--- src/rtl/parity_frame_arbiter.sv ---
// Two-requester byte-frame arbiter: grants one requester per frame (round-robin on ties),
// accumulates XOR parity and byte count, and presents one result per frame with backpressure.
module parity_frame_arbiter #(
    parameter bit PARITY_ODD = 1'b0,
    parameter int MAX_LEN    = 16
) (
    input  logic       clk,
    input  logic       reset_n,
    input  logic       req0_valid,
    input  logic [7:0] req0_data,
    input  logic       req0_last,
    output logic       req0_ready,
    input  logic       req1_valid,
    input  logic [7:0] req1_data,
    input  logic       req1_last,
    output logic       req1_ready,
    output logic       res_valid,
    input  logic       res_ready,
    output logic       res_parity,
    output logic       res_id,
    output logic [7:0] res_count,
    output logic       res_err
);

    localparam logic [7:0] MAX_CNT = 8'(MAX_LEN);

    typedef enum logic [1:0] {
        IDLE,
        BUSY,
        RESULT
    } state_t;

    state_t     state;
    logic       grant;
    logic       last_grant;
    logic       acc;
    logic [7:0] count;

    logic       sel_valid;
    logic       sel_ready;
    logic       sel_last;
    logic [7:0] sel_data;
    logic       byte_par;
    logic       take;
    logic       next_grant;
    logic [7:0] count_inc;

    always_comb begin
        sel_valid  = grant ? req1_valid : req0_valid;
        sel_ready  = grant ? req1_ready : req0_ready;
        sel_last   = grant ? req1_last  : req0_last;
        sel_data   = grant ? req1_data  : req0_data;
        byte_par   = ^sel_data;
        take       = (state == BUSY) && sel_valid && sel_ready;
        count_inc  = count + 8'd1;
        // On a tie the requester that did not own the previous frame wins.
        next_grant = (req0_valid && req1_valid) ? ~last_grant : req1_valid;
    end

    always_ff @(posedge clk) begin
        if (!reset_n) begin
            state      <= IDLE;
            grant      <= 1'b0;
            last_grant <= 1'b1;
            acc        <= 1'b0;
            count      <= 8'd0;
            req0_ready <= 1'b0;
            req1_ready <= 1'b0;
            res_valid  <= 1'b0;
            res_parity <= 1'b0;
            res_id     <= 1'b0;
            res_count  <= 8'd0;
            res_err    <= 1'b0;
        end else begin
            case (state)
                IDLE: begin
                    if (req0_valid || req1_valid) begin
                        grant      <= next_grant;
                        req0_ready <= ~next_grant;
                        req1_ready <= next_grant;
                        state      <= BUSY;
                    end
                end
                BUSY: begin
                    if (take) begin
                        acc   <= acc ^ byte_par;
                        count <= count_inc;
                        if (sel_last || (count_inc == MAX_CNT)) begin
                            req0_ready <= 1'b0;
                            req1_ready <= 1'b0;
                            res_valid  <= 1'b1;
                            res_parity <= acc ^ byte_par ^ PARITY_ODD;
                            res_id     <= grant;
                            res_count  <= count_inc;
                            res_err    <= ~sel_last;
                            state      <= RESULT;
                        end
                    end
                end
                RESULT: begin
                    if (res_ready) begin
                        res_valid  <= 1'b0;
                        last_grant <= res_id;
                        acc        <= 1'b0;
                        count      <= 8'd0;
                        state      <= IDLE;
                    end
                end
                default: begin
                    state      <= IDLE;
                    req0_ready <= 1'b0;
                    req1_ready <= 1'b0;
                    res_valid  <= 1'b0;
                end
            endcase
        end
    end

endmodule
--- config.mk ---
export PLATFORM = sky130hd
export DESIGN_NAME = parity_frame_arbiter
export DESIGN_NICKNAME = d
export VERILOG_FILES = /design/src/rtl/parity_frame_arbiter.sv
export SDC_FILE = /design/constraint.sdc
export NUM_CORES = 1
export LEC_CHECK = 0
export BUFFER_PORTS_ARGS = -buffer_cell sky130_fd_sc_hd__buf_4
export CORE_ASPECT_RATIO = 1.5
export CORE_MARGIN = 2
export CORE_UTILIZATION = 50
export DETAILED_ROUTE_END_ITERATION = 10
export PLACE_DENSITY = 0.85
export RECOVER_POWER = 50
export SLEW_MARGIN = 15
export SYNTH_ARGS = -nofsm -noshare
export SYNTH_HDL_FRONTEND = slang
export SYNTH_SLANG_ARGS = --single-unit
--- constraint.sdc ---
create_clock -name clk -period 2.2 [get_ports clk]
set_input_delay 0.22 -clock clk [delete_from_list [all_inputs] [get_ports clk]]
set_output_delay 0.22 -clock clk [all_outputs]
set_load 0.02 [all_outputs]
==> impl_results.md <==
* Peak Freq at 0.484 GHz
* Final GP Congestion at 0.781
* Seq cells post-synth at 27
* Detailed Place HPWL at 2480 µm
* First-pass GRT wire length at 5400 µm
* Gr ovfl total at 0
* P_int at 699 µW
* Fin cells at 256
* Min Tclk post-route at 2.07 ns
* Worst relative slew slack at 0.491
* # hold bufs at CTS at 0
* Syn_area_per_cell at 8.71 µm²
* Worst path slowest cell: or4_4
* Filler Cells Inserted at 255
* CP endpoint kind: flop
* Syn Std Cell Area at 0.00146 mm²
* Vias in the first global route at 1,299
* Layout area overhead at 27.3%
* Count of pins over their slew limit at 0
* Root buf cell: clkbuf_8
* Port Buf Inserts at 36
* Post-route ant nets at 0
* Worst Setup Path Type: flop to flop
* I/O pin count at 37
* Leak Pwr at 0.000794 µW
* Gate power share at 0.147
* Share of cells above drive strength 1 at 0.217
* Post-Route Setup TNS at 0 ns
* HP Class: input pin to flop
* Power, Total at 920 µW
* Sequential element share of the synthesized area at 0.371
* DR pass1 iterations at 4
* Placement row count at 24
* Clock buffer depth at 2
* Reg power frac at 0.546
* VDD IR max at 0.294 mV
* Synth async-reset ratio at 0
* Via count at 1,377
* Die Span Y at 70.1 µm
* Worst Tran Pin Value at 0.762 ns
* Critical path, cell by cell: ha_1, xor2_1, or4_4, o31ai_4, a41oi_4, buf_4, mux2i_1, nor2_1
* Worst hold slack at 0.142 ns
* Initial antenna violation count at 0
* Final setup fails at 0
* Switch share at 0.240
* RSZ-0062 raised after global routing: no
* Gr usage total at 0.216
* Count of final hold-check violations at 0
* DIE WIDTH at 48.0 µm
* CTS H-tree depth at 1
* Clk sinks at 27
* Clock latency on the worst-skew pair at 0.27 ns
* Clk slew on worst S/H paths at 0.09 ns
* Psw at 221 µW
* Clk pwr share at 0.307
* CP arrival at 2.20 ns
* Pin count of the biggest net entering global routing at 25
* DRT iter0 DRCs at 18
* CTS tree: yes
* Nets at 242
* Routed wire length at 3410 µm
* Netlist cell types at 36
* CTS buffer count at 3
* Worst stage delay on the critical path at 0.43 ns
* Post-synth top flop: dfxtp_1
* Number of synthesized flops with an enable pin at 0
* Vias per cell at 5.38
* Post-Syn Instances at 167
* Required time of the critical path at 2.34 ns
* Commonest non-fill, non-tap cells in the layout: buf_4 (37), dfxtp_1 (27), nand2_1 (20)
* CP max FO at 7
* Wire per inst at 13.3 µm
* Pwr dens at 497 mW/mm²
* # Max-Cap Violations at 0
* Yosys warning count at 0
* Dpl cells at 247
* Initial Util at 0.510
* Die Area at 0.00337 mm²
* Commonest non-fill, non-tap cell in the layout: buf_4
* Status: finished, final reports clean
* Startpoint types: flop
* Core ar. at 0.00285 mm²
* Final worst path period share at 0.939
* Mapped Nets at 191
* Final setup skew at 0.00408 ns
* ANT cells at 0
* DR DRC count at 0
[registers in the layout, summed over array words and instances (netlist names)]
signal and cells:
count 8, res_count 8, state 2, acc 1, grant 1, last_grant 1, req0_ready 1, req1_ready 1
res_err 1, res_id 1, res_parity 1, res_valid 1
[synthesized netlist by cell type, drive strengths merged (3+ instances only)]
library cell / n / area share
a21oi: 13 / 0.047
a31oi: 3 / 0.013
clkbuf: 4 / 0.010
dfxtp: 27 / 0.37
inv: 5 / 0.013
mux2i: 11 / 0.076
nand2: 20 / 0.052
nand2b: 3 / 0.013
nand3: 6 / 0.024
nand3b: 6 / 0.031
nor2: 19 / 0.049
nor3: 3 / 0.010
o21ai: 8 / 0.028
o31ai: 3 / 0.025
xnor2: 7 / 0.042
xor2: 10 / 0.060
[kinds of logic (layout without fill, tap and decap cells)]
logic type,after synthesis,in the layout,synth area share
and+or+nand+nor,63,63,0.211
AOI/OAI and AO/OA,35,35,0.174
DFF,27,27,0.371
xor gates and xnor gates,18,18,0.118
muxes,12,12,0.0834
buffers and inverters,11,61,0.0344
adders and majority gates,1,1,0.00860
[worst max-delay path: cells and delay by family (launching register included)]
family,cells,cell delay [ns]
multiplexers,1,0.15
adder cells (fa/ha/maj),1,0.25
XOR/XNOR,1,0.14
AO/OA/AOI/OAI,2,0.30
AND/OR/NAND/NOR,2,0.48
buffers and inverters,1,0.21
flip-flops,1,0.39
[worst paths after layout]
check / from / endpoint / slack [ns] / depth (start not counted)
max: count[0] / res_count[6] / 0.13 / 8
min reg2reg: res_parity / res_parity / 0.48 / 2
max reg2reg: count[0] / res_count[6] / 0.13 / 8
min: reset_n / last_grant / 0.14 / 2
[power groups by stage]
stage	clock network [µW]	registers (µW)	logic [µW]
detailed placement	0	513	134
global placement	0	513	131
CTS	289	502	135
floorplan	0	514	79.4
global route	308	503	145
finish	283	502	135
[what timing repair did]
item | in CTS | in global routing
endpoints found under the setup margin | 0 | 11
buffers inserted | 0 | 5
resized for setup | 0 | 0
[per-stage QoR]
stage               area (µm²)  utilization  setup WS (ns)
global route              1850        0.649         0.0327
floorplan                 1460            -          0.202
finish                    1850        0.649          0.133
detailed placement        1830        0.640         0.0664
CTS                       1870        0.656         0.0225
global placement          1830        0.640          0.119
[per-layer routing]
| layer | vias up | part of all wire | GRT usage |
|---|---|---|---|
| li1 | 677 | - | - |
| met3 | 5 | 0.027 | 0.0181 |
| met2 | 29 | 0.58 | 0.400 |
| met4 | 0 | 0.020 | 0.0961 |
| met5 | - | 0 | 0 |
| met1 | 666 | 0.38 | 0.222 |
[layout make-up]
class                      instances  area [µm²]  area share
sequential                        27         541       0.292
tap                               39        48.8      0.0264
multi-input combinational        129         865       0.467
inverter                           5        18.8      0.0101
timing repair buffer              52         334       0.180
clock buffer                       4        45.0      0.0243
Note: power is estimated with default switching activity, not from simulation.
